<file path="src/rtl/adc_capture_ctrl_if.sv">
// Stream interface between the capture controller and the DMA input.
// The master drives data, valid and last. The slave returns ready.
interface adc_capture_ctrl_if;
  logic [31:0] tdata;
  logic        tvalid;
  logic        tready;
  logic        tlast;

  modport master (output tdata, output tvalid, output tlast, input tready);
  modport slave  (input tdata, input tvalid, input tlast, output tready);
endinterface

</file>
<file path="src/rtl/adc_capture_ctrl.sv">
// Frame capture sequencer: arm, optional trigger, accept frame_len packed words,
// then stream them out through a small FIFO with tlast on the final word.
module adc_capture_ctrl #(
  parameter int LEN_W      = 16,
  parameter int FIFO_DEPTH = 4
) (
  input  logic                 clk,
  input  logic                 reset,
  input  logic                 start,
  input  logic                 abort,
  input  logic [LEN_W-1:0]     frame_len,
  input  logic                 trig_en,
  input  logic                 trig_in,
  input  logic [31:0]          in_data,
  input  logic                 in_valid,
  adc_capture_ctrl_if.master   m_axis,
  output logic                 busy,
  output logic                 done,
  output logic                 overflow,
  output logic [LEN_W-1:0]     word_cnt
);

  localparam int PTR_W = $clog2(FIFO_DEPTH);

  typedef enum logic [2:0] {
    S_IDLE,
    S_ARMED,
    S_CAPTURE,
    S_DRAIN,
    S_DONE
  } state_t;

  state_t           r_state;
  logic [LEN_W-1:0] r_frame_len;
  logic [LEN_W-1:0] r_word_cnt;
  logic             r_overflow;
  logic             r_busy;
  logic             r_done;
  logic             r_trig_prev;

  // Pointers carry one extra wrap bit so full and empty are distinguishable.
  logic [PTR_W:0]   r_wr_ptr;
  logic [PTR_W:0]   r_rd_ptr;
  logic [31:0]      r_mem_data [FIFO_DEPTH];
  logic             r_mem_last [FIFO_DEPTH];

  logic w_empty;
  logic w_full;
  logic w_pop;
  logic w_abort;
  logic w_word;
  logic w_last;
  logic w_push;

  assign w_empty = (r_wr_ptr == r_rd_ptr);
  assign w_full  = (r_wr_ptr[PTR_W] != r_rd_ptr[PTR_W]) &&
                   (r_wr_ptr[PTR_W-1:0] == r_rd_ptr[PTR_W-1:0]);
  assign w_pop   = !w_empty && m_axis.tready;
  assign w_abort = abort && (r_state != S_IDLE);
  assign w_word  = (r_state == S_CAPTURE) && in_valid && !w_abort;
  assign w_last  = (r_word_cnt == (r_frame_len - LEN_W'(1)));
  // A pop in the same cycle frees a slot, so a full FIFO can still accept.
  assign w_push  = w_word && (!w_full || w_pop);

  always_ff @(posedge clk) begin
    if (w_push) begin
      r_mem_data[r_wr_ptr[PTR_W-1:0]] <= in_data;
      r_mem_last[r_wr_ptr[PTR_W-1:0]] <= w_last;
    end
  end

  always_ff @(posedge clk) begin
    if (reset) begin
      r_state     <= S_IDLE;
      r_frame_len <= '0;
      r_word_cnt  <= '0;
      r_overflow  <= 1'b0;
      r_busy      <= 1'b0;
      r_done      <= 1'b0;
      r_trig_prev <= 1'b0;
      r_wr_ptr    <= '0;
      r_rd_ptr    <= '0;
    end else begin
      r_trig_prev <= trig_in;
      if (w_abort) begin
        r_state  <= S_IDLE;
        r_busy   <= 1'b0;
        r_done   <= 1'b0;
        r_wr_ptr <= '0;
        r_rd_ptr <= '0;
      end else begin
        if (w_push) begin
          r_wr_ptr <= r_wr_ptr + (PTR_W+1)'(1);
        end
        if (w_pop) begin
          r_rd_ptr <= r_rd_ptr + (PTR_W+1)'(1);
        end
        case (r_state)
          S_IDLE: begin
            if (start && !abort && (frame_len != '0)) begin
              r_frame_len <= frame_len;
              r_word_cnt  <= '0;
              r_overflow  <= 1'b0;
              r_busy      <= 1'b1;
              r_state     <= trig_en ? S_ARMED : S_CAPTURE;
            end
          end
          S_ARMED: begin
            if (trig_in && !r_trig_prev) begin
              r_state <= S_CAPTURE;
            end
          end
          S_CAPTURE: begin
            if (in_valid) begin
              r_word_cnt <= r_word_cnt + LEN_W'(1);
              if (w_full && !w_pop) begin
                r_overflow <= 1'b1;
              end
              if (w_last) begin
                r_state <= S_DRAIN;
              end
            end
          end
          S_DRAIN: begin
            if (w_empty) begin
              r_state <= S_DONE;
              r_done  <= 1'b1;
            end
          end
          S_DONE: begin
            r_state <= S_IDLE;
            r_done  <= 1'b0;
            r_busy  <= 1'b0;
          end
          default: begin
            r_state <= S_IDLE;
            r_done  <= 1'b0;
            r_busy  <= 1'b0;
          end
        endcase
      end
    end
  end

  assign m_axis.tdata  = r_mem_data[r_rd_ptr[PTR_W-1:0]];
  assign m_axis.tvalid = !w_empty;
  assign m_axis.tlast  = !w_empty && r_mem_last[r_rd_ptr[PTR_W-1:0]];

  assign busy     = r_busy;
  assign done     = r_done;
  assign overflow = r_overflow;
  assign word_cnt = r_word_cnt;

endmodule
</file>
<file path="src/flat_wrapper.sv">
// flat-port wrapper written by rule: the top's interface ports become plain ports
module adc_capture_ctrl_flat 
#(
  parameter int LEN_W      = 16,
  parameter int FIFO_DEPTH = 4
)
  (clk, reset, start, abort, frame_len, trig_en, trig_in, in_data, in_valid, busy, done, overflow, word_cnt, m_axis_tdata, m_axis_tvalid, m_axis_tlast, m_axis_tready);
  adc_capture_ctrl_if m_axis_i ();
  input  logic clk;
  input  logic reset;
  input  logic start;
  input  logic abort;
  input  logic [LEN_W-1:0] frame_len;
  input  logic trig_en;
  input  logic trig_in;
  input  logic [31:0] in_data;
  input  logic in_valid;
  output logic busy;
  output logic done;
  output logic overflow;
  output logic [LEN_W-1:0] word_cnt;
  output wire logic [$bits(m_axis_i.tdata)-1:0] m_axis_tdata;
  output wire logic [$bits(m_axis_i.tvalid)-1:0] m_axis_tvalid;
  output wire logic [$bits(m_axis_i.tlast)-1:0] m_axis_tlast;
  input wire logic [$bits(m_axis_i.tready)-1:0] m_axis_tready;
  assign m_axis_tdata = m_axis_i.tdata;
  assign m_axis_tvalid = m_axis_i.tvalid;
  assign m_axis_tlast = m_axis_i.tlast;
  assign m_axis_i.tready = m_axis_tready;
  adc_capture_ctrl #(.LEN_W(LEN_W), .FIFO_DEPTH(FIFO_DEPTH)) u_core (.clk(clk), .reset(reset), .start(start), .abort(abort), .frame_len(frame_len), .trig_en(trig_en), .trig_in(trig_in), .in_data(in_data), .in_valid(in_valid), .m_axis(m_axis_i), .busy(busy), .done(done), .overflow(overflow), .word_cnt(word_cnt));
endmodule
</file>
<file path="config.mk">
export PLATFORM = sky130hd
export DESIGN_NAME = adc_capture_ctrl_flat
export DESIGN_NICKNAME = d
export VERILOG_FILES = /design/src/rtl/adc_capture_ctrl_if.sv /design/src/rtl/adc_capture_ctrl.sv /design/src/flat_wrapper.sv
export SDC_FILE = /design/constraint.sdc
export NUM_CORES = 1
export LEC_CHECK = 0
export BUFFER_PORTS_ARGS = -buffer_cell sky130_fd_sc_hd__buf_2
export CAP_MARGIN = 20
export CORE_AREA = 2 2 119 121
export DETAILED_ROUTE_END_ITERATION = 8
export DIE_AREA = 0 0 121 123
export PLACE_DENSITY = 0.76
export SLEW_MARGIN = 20
export SYNTH_ARGS = -nofsm -noshare
export SYNTH_HDL_FRONTEND = slang
export SYNTH_SLANG_ARGS = --single-unit
</file>
<file path="constraint.sdc">
create_clock -name clk -period 3.4 [get_ports clk]
set_input_delay 0.68 -clock clk [delete_from_list [all_inputs] [get_ports clk]]
set_output_delay 0.68 -clock clk [all_outputs]
set_load 0.05 [all_outputs]
</file>
==> run metrics <==
status=finished, final reports clean; finished layout cell area=8680 µm²; Worst setup SP type=register; antenna violations before repair=0; Layout Skew=0.00752 ns; fillers=1010; Synth Warn #=0; Die Ht=123 µm; buffers and inverters on the worst path=0; post-DP HPWL=10100 µm; max_cap viols=0; worst hold path class=register to register; remaining global-route overflow=0; Syn Area/Cell=15.2 µm²; Skew-Pair Late Insertion Delay=0.43 ns; most frequent cells in the layout=edfxtp_1 (132), buf_2 (108), dfxtp_1 (45); first-pass GRT wire length=23000 µm; setup violators final=0; Worst Path Required=3.75 ns; worst vdd rail ir drop=0.000358 V; Cell Chain, Critical Path=nor3b_1, a32o_1, nand4_1, or4_1, a21oi_1; post-synthesis cell type count=47; clock root buffer=clkbuf_16; RSZ-0062 raised after global routing=false; leak pwr=0.00315 µW; GR Util All Layers=20.8%; setup TNS=0 ns; IO Pins=109; Slew Viols, Final=0; final core occ=63.7%; ant diodes=0; clock sink count=179; drt first pass iters=5; top cell type's share of synthesized area=53.9%; DR WL met2=7410 µm; Die Width=121 µm; placed cell area=8160 µm²; hold_buf cts=0; vias in the first global route=4566; Area Growth Syn to Fin=18.0%; WP data arrival=3.14 ns; GP Congestion=0.871; met3 wire len=878 µm; routed len/inst=18.2 µm; Slew Limit Headroom=39.8%; via-per-instance ratio=5.66; hold slack=0.460 ns; capturing element type of the critical path=register; dominant synthesized flop cell=edfxtp_1; crit-path max cell delay=0.72 ns; remaining antenna violation count=0; start-to-end type of the worst setup path=register to register; crit-path max FO=22; register area share after synthesis=66.7%; area of the multi-input gates=2350 µm²; Synth Cell Area=7350 µm²; Final Net Count=662; TritonCTS Buffers=17; H-tree lvl count=4; Post-route DRC=0; fin crit share=82.0%; Longest Clk Path Bufs=2; initial DRC count=350; Gate Count Post-Synth=484; core box area=13600 µm²; Async SR Flop Fraction=0%; Pwr Density=520 nW/µm²; Tmin final=2.79 ns; Initial Util=54.0%; CTS clk-pin slew, worst paths=0.06 ns; via count=4475; cts repair resizes=0; CP delay by family, top=simple AND/OR/NAND/NOR gates; DR top layer=met4; Crit-path slowest cell=or4_1; Synth area leaders=edfxtp_1 (54%), dfxtp_1 (13%), mux4_2 (10%); die area=14900 µm²; CTS tree=done; number of flops mapped to enable cells by yosys=132; post-synth top area cell=edfxtp_1; syn nets=547; Reg2Reg Setup Slack=0.61 ns; #FFs+latches synth=179; ratio of cells with drive above 1 in the final layout=31.3%; Post CTS Setup Buffer Count=0; fmax=359 MHz; Final Hold Viols=0; largest net degree at the start of global routing=34; Detailed Route WL=14400 µm; cell row count=43; Reg area=4910 µm²; port bufs=108; Slew @ Worst Pin=0.880 ns; M1 WL=5880 µm; commonest non-fill, non-tap cell in the layout=edfxtp_1
## path summary, 6_finish.rpt
check / start / endpoint / cells after the start
worst max register to register: u_core.r_state[1] / u_core.word_cnt[14] / 5
worst max-delay path: u_core.r_state[1] / u_core.word_cnt[14] / 5
worst min register to register: u_core.busy / u_core.busy / 2
worst min-delay path: u_core.busy / u_core.busy / 2
## report_power, final
group / internal (µW) / switching, µW
logic: 161 / 239
clock network: 926 / 783
registers: 2370 / 32.5
total: 3460 / 1050
## Yosys cell counts, types with 3 or more instances
cell type and count:
xor2_1 16, nand2_1 19, clkbuf_1 15, and3_1 3, mux4_2 33, o31ai_1 3
nand3_1 15, nand2b_1 3, and2_1 7, nor3_1 7, nor3b_1 4, a21oi_1 20
ha_1 7, o21ai_0 16, nor4_1 9, edfxtp_1 132, mux2i_1 17, buf_1 3
nand4_1 8, or3_1 12, inv_1 6, xnor2_1 14, nor2_1 38, dfxtp_1 47
nor2b_1 4
## state kept, by name (all words and copies together), names as in the netlist, 3 cells and up, named ones only
signal / flops
u_core.r_state: 3
u_core.r_frame_len: 16
u_core.r_mem_data: 128
u_core.r_wr_ptr: 3
u_core.word_cnt: 16
u_core.r_rd_ptr: 3
u_core.r_mem_last: 4
## per-layer routing
metal	up-vias	global-route usage, %
met4	0	7.49
met5	-	0
met2	141	35.8
li1	2106	-
met1	2204	25.1
met3	24	6.13
## worst min-delay path: stages (launching register included)
cell and delay, ns:
dfxtp_1 0.33, nand2_1 0.05, o21ai_0 0.05
## cell type report
class / instances / area share [%]
Clock buffer: 18 / 4.95
Clock inverter: 13 / 0.995
Inverter: 6 / 0.260
Multi-Input combinational cell: 279 / 27.1
Sequential cell: 179 / 56.6
Tap cell: 180 / 2.60
Timing Repair Buffer: 116 / 7.50
## cell families (layout without fill, tap and decap cells)
| group | Yosys count | after routing | synth area share, % |
|---|---|---|---|
| AOI/OAI and AO/OA | 51 | 51 | 4.12 |
| xor gates and xnor gates | 30 | 30 | 3.57 |
| DFF | 179 | 179 | 66.7 |
| buffers and inverters | 26 | 153 | 1.36 |
| adders and majority gates | 7 | 7 | 1.19 |
| and+or+nand+nor | 138 | 138 | 9.99 |
| muxes | 53 | 53 | 13.1 |
## per-stage QoR
stage	power, µW	setup slack [ns]	std cells
after detailed placement	2850	0.453	760
after global placement	2830	0.606	760
after CTS	4550	0.563	791
after floorplan	2730	0.885	484
final	4510	0.614	791
after global routing	4670	0.358	791
Note: power is estimated with default switching activity, not from simulation.
